### src/rtl/dom_and_pipe.sv
// dom_and_pipe: d-th order domain-oriented masked AND gadget.
// Inner and cross-domain products are registered together before compression.
module dom_and_pipe #(
  parameter int ORDER = 3,
  parameter int WIDTH = 1,
  parameter bit OUT_REG = 1'b1,
  localparam int N = ORDER + 1,
  localparam int P = N * (N - 1) / 2
) (
  input  logic               clk_i,
  input  logic               rst_i,
  input  logic               valid_i,
  input  logic [N*WIDTH-1:0] X_i,
  input  logic [N*WIDTH-1:0] Y_i,
  input  logic [P*WIDTH-1:0] Z_i,
  output logic [N*WIDTH-1:0] Q_o,
  output logic               valid_o
);

  localparam int C = N * (N - 1);

  function automatic int pidx(int i, int j);
    int lo;
    int hi;
    lo = (i < j) ? i : j;
    hi = (i < j) ? j : i;
    return lo * N - (lo * (lo + 1)) / 2 + (hi - lo - 1);
  endfunction

  // Ordered off-diagonal pair (i,j) packed into 0..N*(N-1)-1.
  function automatic int xidx(int i, int j);
    return i * (N - 1) + ((j < i) ? j : j - 1);
  endfunction

  logic [N-1:0][WIDTH-1:0] inner_d;
  logic [N-1:0][WIDTH-1:0] inner_q;
  logic [C-1:0][WIDTH-1:0] cross_d;
  logic [C-1:0][WIDTH-1:0] cross_q;
  logic                    v1_q;
  logic [N*WIDTH-1:0]      q_c;

  for (genvar b = 0; b < WIDTH; b++) begin : g_bit
    for (genvar i = 0; i < N; i++) begin : g_sh
      logic [N-1:0] acc;

      assign inner_d[i][b] = X_i[i*WIDTH+b] & Y_i[i*WIDTH+b];

      for (genvar j = 0; j < N; j++) begin : g_j
        if (j == i) begin : g_in
          assign acc[j] = inner_q[i][b];
        end else begin : g_cr
          assign cross_d[xidx(i, j)][b] =
            (X_i[i*WIDTH+b] & Y_i[j*WIDTH+b]) ^ Z_i[b*P+pidx(i, j)];
          assign acc[j] = cross_q[xidx(i, j)][b];
        end
      end

      assign q_c[i*WIDTH+b] = ^acc;
    end
  end

  always_ff @(posedge clk_i or posedge rst_i) begin
    if (rst_i) begin
      inner_q <= '0;
      cross_q <= '0;
      v1_q    <= 1'b0;
    end else begin
      v1_q <= valid_i;
      if (valid_i) begin
        inner_q <= inner_d;
        cross_q <= cross_d;
      end
    end
  end

  if (OUT_REG) begin : g_oreg
    logic [N*WIDTH-1:0] q_q;
    logic               v2_q;

    always_ff @(posedge clk_i or posedge rst_i) begin
      if (rst_i) begin
        q_q  <= '0;
        v2_q <= 1'b0;
      end else begin
        v2_q <= v1_q;
        if (v1_q) q_q <= q_c;
      end
    end

    assign Q_o     = q_q;
    assign valid_o = v2_q;
  end else begin : g_ocomb
    assign Q_o     = q_c;
    assign valid_o = v1_q;
  end

endmodule

### config.mk
export PLATFORM = sky130hd
export DESIGN_NAME = dom_and_pipe
export DESIGN_NICKNAME = d
export VERILOG_FILES = /design/src/rtl/dom_and_pipe.sv
export SDC_FILE = /design/constraint.sdc
export NUM_CORES = 1
export LEC_CHECK = 0
export BUFFER_PORTS_ARGS = -buffer_cell sky130_fd_sc_hd__buf_2
export CORE_MARGIN = 5
export CORE_UTILIZATION = 47
export CTS_BUF_LIST = sky130_fd_sc_hd__clkbuf_16
export CTS_CLUSTER_DIAMETER = 40
export DETAILED_ROUTE_END_ITERATION = 12
export PLACE_DENSITY_LB_ADDON = 0.12
export SLEW_MARGIN = 25
export SYNTH_ARGS = -nofsm -noshare
export SYNTH_HDL_FRONTEND = slang
export SYNTH_SLANG_ARGS = --single-unit
### constraint.sdc
create_clock -name clk_i -period 0.8 [get_ports clk_i]
set_input_delay 0.16 -clock clk_i [delete_from_list [all_inputs] [get_ports clk_i]]
set_output_delay 0.16 -clock clk_i [all_outputs]
set_load 0.01 [all_outputs]
==> results of run 1 <==
[metal layers]
layer | GRT usage [%] | up-vias
li1 | - | 402
met1 | 18.1 | 366
met2 | 23.9 | 17
met3 | 3.67 | 2
met4 | 7.12 | 0
met5 | 0 | -
[flip-flops by register name (all words and copies together) (netlist names)]
signal	count
cross_q	12
v1_q	1
g_bit.g_sh.acc	4
valid_o	1
Q_o	4
[placed cells by master, fill, tap and decap left out]
cell type      count
a21oi_1           15
a21oi_2            1
buf_12             2
buf_2             21
buf_4              5
buf_6              1
clkbuf_16          3
dfrtp_1           22
dlygate4sd3_1      1
inv_1              5
nand2_1           12
nand3_1            4
nor2_1            14
nor2_4             2
o21ai_0            4
xnor2_1            8
xnor2_2            4
xor2_1            12
[through the flow]
stage	util, %	setup TNS (ps)	worst slack [ps]	power (mW)
4_1_cts	65.3	-1120	-144	3.15
3_3_place_gp	59.3	-470	-138	2.01
3_5_place_dp	59.3	-562	-165	2.04
5_1_grt	67.6	-1450	-197	3.36
2_1_floorplan	-	-257	-64.2	1.79
6_report	67.6	-1100	-153	3.19
[power by group through the flow]
| stage | registers, mW | logic, mW | clock network (mW) |
|---|---|---|---|
| 2_1_floorplan | 1.42 | 0.368 | 0 |
| 3_3_place_gp | 1.39 | 0.621 | 0 |
| 3_5_place_dp | 1.40 | 0.638 | 0 |
| 4_1_cts | 1.39 | 0.715 | 1.05 |
| 5_1_grt | 1.42 | 0.854 | 1.09 |
| 6_report | 1.40 | 0.770 | 1.02 |
[final timing paths]
path                            depth (start not counted)                           startpoint                             endpoint  slack (ps)
worst max register to register                          3  g_bit[0].g_sh[3].acc[3]$_DFFE_PP0P_                   Q_o[3]$_DFFE_PP0P_        -150
worst min register to register                          2  g_bit[0].g_sh[2].acc[2]$_DFFE_PP0P_  g_bit[0].g_sh[2].acc[2]$_DFFE_PP0P_         540
max in group asynchronous                               4                                rst_i                   Q_o[3]$_DFFE_PP0P_         180
worst max-delay path                                    3  g_bit[0].g_sh[3].acc[3]$_DFFE_PP0P_                   Q_o[3]$_DFFE_PP0P_        -150
min in group asynchronous                               4                                rst_i                   Q_o[2]$_DFFE_PP0P_         480
worst min-delay path                                    3                               X_i[1]  g_bit[0].g_sh[1].acc[1]$_DFFE_PP0P_         190
[cell type report]
cell class | instances | area share, %
well taps | 27 | 2.47
inverters | 5 | 1.37
repair buffers | 30 | 14.9
clock buffers | 3 | 5.49
flip-flops and latches | 22 | 40.3
multi-input cells | 76 | 35.4
[cell families after synthesis]
group,Yosys count,synth area share [%]
compound gates,20,9.78
flops,22,53.8
simple gates,32,12.2
buf+inv,9,3.67
xor+xnor,24,20.5
[worst max-delay path: stages (launching register included)]
cell and delay, ps:
dfrtp_1 400, xnor2_2 150, xnor2_1 190, a21oi_1 90
[timing repair]
item,in CTS,in global routing
setup endpoints to repair,9,11
cloned,0,0
gates resized for setup,2,8
setup buffers,3,2
endpoints found under the hold margin,22,0
pin swaps,5,6
hold buffers,1,0
==> run metrics, run 1 <==
Max Used Layer met4; Boundary Pins 22; dpl hpwl 1480 µm; fin crit period 953 ps; Port-buffer cells 21; CP arrival 1080 ps; first-pass GRT wire length 3620 µm; Ys Warns 0; vias per inst 4.83; Setup Viol. Count Final 9; gp weighted congestion 0.748; hold crit path type input port to flop; largest net degree at the start of global routing 34; post-route ant nets 0; TritonCTS clock tree built; CP Class flop to flop; top cells by count, synth dfrtp_1, a21oi_1, nor2_1; LEAKAGE 0.623 nW; CP Launch Type flop; clock power share 32.0%; RSZ-0062 raised after global routing yes; Rows 16; Top FF cell, synth dfrtp_1; Mapped Cells 107; Chip Height 56.7 µm; FF+latch count, synth 22; critical path capture point type flop; status finished, violations left; top-count cell post-synth dfrtp_1; async set or reset register ratio after synthesis 100%; DR DRC count 0; vias 787; P per Cell Area 2330 nW/µm²; max-cap viol count 0; sequential cell area fraction in the yosys report 53.8%; Worst Skew 2.48 ps; NetSw 0.828 mW; Initial Util 50.6%; Synth area leaders dfrtp_1, xnor2_1, xor2_1; worst-path maximum fanout 2; clk_lat worst skew 250 ps; Power Internal 2.36 mW; Worst VDD drop 1.59 mV; Fillers 176; Core ar. 2020 µm²; worst path required time 930 ps; Netlist cell types 11; fin. max-slew vios 0; area share of the largest cell type after synthesis 53.8%; P&R area growth vs syn 33.5%; Die Wd 56.7 µm; initial antenna violation count 0; Reg power frac 43.8%; Logic pwr share 24.2%; Placed Cells 155; Sink Count 22; fin crit share 119%; TritonCTS Buffers 3; final non-filler cell total 163; failing checks negative setup slack; Multi-input gate area 484 µm²; # H-tree levels 1; Reg clk slew, reported paths 60 ps; WL per Instance 12.8 µm; die area 3210 µm²; mean post-synth cell area 9.57 µm²; Synthesized Nets 124; DR iter-0 viols 17; fraction of layout cells with a size suffix above 1 28.7%; clk root buf clkbuf_16; final worst slack -153 ps; Pre-antenna DRT Iters 4; drt total wl 2090 µm; dominant cell type by area after synthesis dfrtp_1; Net Sw Frac 26.0%; total global routing overflow 0; FF/Latch Area 551 µm²; number of synthesized flops with an enable pin 0; Slew headroom 82.1%; mapped cell area 1020 µm²; vias in the first global route 821; routed wl met3 118 µm; DP Area 1200 µm²; M1 WL 916 µm; max frequency 1.05 GHz; final hold vios 0; total track usage 14.7%; Worst-Margin Slew 268 ps; WL met2 1040 µm; nets 155; hold slack 191 ps; Clock Tree Buf Depth 2; Finished Cell Area 1370 µm²; diode count 0
Note: power is estimated with default switching activity, not from simulation.
==> run 2: changes to the inputs <==
CORE_UTILIZATION = 52   (was 47)
clock period = 0.9 ns   (was 0.8 ns; I/O delays follow)
==> run 2 against run 1 <==
The run still ends with negative setup slack left. Cell count did not move. Via count fell by 1.7%. Non-clock buffer count did not move. Die area fell by 8.0%. Combinational power fell by 19%. Wire length fell by 5.2%. Power fell by 13%. Sequential power fell by 11%. Global-route usage rose by 1.4 points. Register-to-register slack improved by 120 ps. Core utilization rose by 1.7 points. Largest cell class unchanged.
==> run metrics, run 2 (synthesized netlist as in run 1, its figures left out) <==
Boundary Pins 22; post-route ant nets 0; critical path capture point type output port; clk root buf clkbuf_16; worst-path maximum fanout 2; CP arrival 770 ps; diode count 0; R2R setup slack -30 ps; fin. max-slew vios 0; initial antenna violation count 0; final hold vios 0; status finished, violations left; Slew headroom 81.6%; Top reg by flops cross_q; TritonCTS clock tree built; Finished Core Util 69.3%; Power Total 2.77 mW; dpl hpwl 1510 µm; Chip Height 54.4 µm; fraction of layout cells with a size suffix above 1 26.5%; cell family with most CP delay flip-flops; most frequent cells in the layout dfrtp_1, buf_2, nor2_1, a21oi_1; total global routing overflow 0; CP Buf/Inv Count 1; Port-buffer cells 21; Largest stage delay, worst path 380 ps; max reg flops 12; r2r startpoint cross_q[0]$_DFFE_PP0P_; DR DRC count 0; Worst Skew 2.79 ps; Rows 16; vias 774; Fillers 155; LEAKAGE 0.614 nW; max frequency 1.06 GHz; Sink Count 22; max-cap viol count 0; Hold Crit Depth 3; CP Launch Type flop; nets 155; fin crit share 105%; Reg clk slew, reported paths 60 ps; TNS Setup -275 ps; first-pass GRT wire length 3430 µm; FF/Latch Area 551 µm²; largest net degree at the start of global routing 34; total track usage 16.1%; # H-tree levels 1; CP Class flop to output port; Pre-antenna DRT Iters 4; hold crit path type input port to flop; Clock Tree Buf Depth 2; WHS Endpoint g_bit[0].g_sh[1].acc[1]$_DFFE_PP0P_; fin crit period 948 ps; WL per Instance 12.1 µm; failing checks negative setup slack; RSZ-0062 raised after global routing yes; vias in the first global route 789; vias per inst 4.75; clk_lat worst skew 250 ps; pre-CTS WS -43.6 ps; Worst VDD drop 1.41 mV; Core ar. 1920 µm²; Initial Util 53.3%; final worst slack -47.6 ps; gp weighted congestion 0.760; P&R area growth vs syn 30.1%; Worst path slowest cell dfrtp_1; Worst-Margin Slew 276 ps; Die Wd 54.4 µm; reg-to-reg endpoint Q_o[0]$_DFFE_PP0P_; P per Cell Area 2080 nW/µm²; die area 2960 µm²; hold_sp X_i[1]; DP Area 1190 µm²; Multi-input gate area 465 µm²; DR iter-0 viols 11; Finished Cell Area 1330 µm²; TritonCTS Buffers 3; worst path required time 720 ps; most common cell after layout, fill and taps aside dfrtp_1; Reg2Reg Depth 3; ordered cell list for the critical path buf_2; drt total wl 1980 µm; Setup Viol. Count Final 9
-- run 2: changes by cell type in the layout (fill, tap and decap cells not counted) --
cell     previous run  this run
buf_4               5         7
nor2_1             14        16
nor2_4              2         0
a21oi_1            15        16
a21oi_2             1         0
buf_12              2         1
buf_6               1         0
-- run 2: cell type report --
| cell class | instances | area share [%] |
|---|---|---|
| repair buffers | 30 | 14.1 |
| clock buffers | 3 | 5.64 |
| flip-flops and latches | 22 | 41.4 |
| inverters | 5 | 1.41 |
| well taps | 27 | 2.54 |
| multi-input cells | 76 | 35.0 |
-- run 2: timing repair --
| action | CTS | global route |
|---|---|---|
| hold buffers | 1 | 0 |
| setup buffers | 1 | 3 |
| endpoints found under the setup margin | 9 | 9 |
| pin swaps | 9 | 8 |
| endpoints found under the hold margin | 22 | 0 |
| resized for setup | 0 | 4 |
-- run 2: worst max path at each step --
| stage | from | to | slack (ps) | cells past startpoint |
|---|---|---|---|---|
| after global routing | g_bit[0].g_sh[3].acc[3]$_DFFE_PP0P_ | Q_o[3]$_DFFE_PP0P_ | -80 | 3 |
| final | Q_o[3]$_DFFE_PP0P_ | Q_o[3] | -50 | 1 |
| after floorplan | cross_q[3]$_DFFE_PP0P_ | Q_o[1]$_DFFE_PP0P_ | 30 | 3 |
| after detailed placement | g_bit[0].g_sh[3].acc[3]$_DFFE_PP0P_ | Q_o[3]$_DFFE_PP0P_ | -40 | 3 |
| after global placement | g_bit[0].g_sh[3].acc[3]$_DFFE_PP0P_ | Q_o[3]$_DFFE_PP0P_ | -20 | 3 |
| after CTS | Q_o[3]$_DFFE_PP0P_ | Q_o[3] | -50 | 1 |
-- run 2: power breakdown --
part / switching [mW] / internal [mW] / leakage (nW)
clock: 0.319 / 0.585 / 0.0370
sequential: 0.105 / 1.13 / 0.254
combinational: 0.284 / 0.343 / 0.324
total: 0.708 / 2.06 / 0.614
-- run 2: through the flow --
step                hold slack [ps]  std cells
floorplan                       169        107
global placement                186        155
detailed placement              193        155
CTS                             227        160
global route                    235        163
finish                          219        163
-- run 2: routing by layer --
layer / vias up / track usage, % / part of all wire, %
li1: 401 / - / -
met1: 356 / 22.5 / 47
met5: - / 0 / 0
met4: 0 / 3.73 / 0
met2: 17 / 24.9 / 46
met3: 0 / 4.36 / 6.5
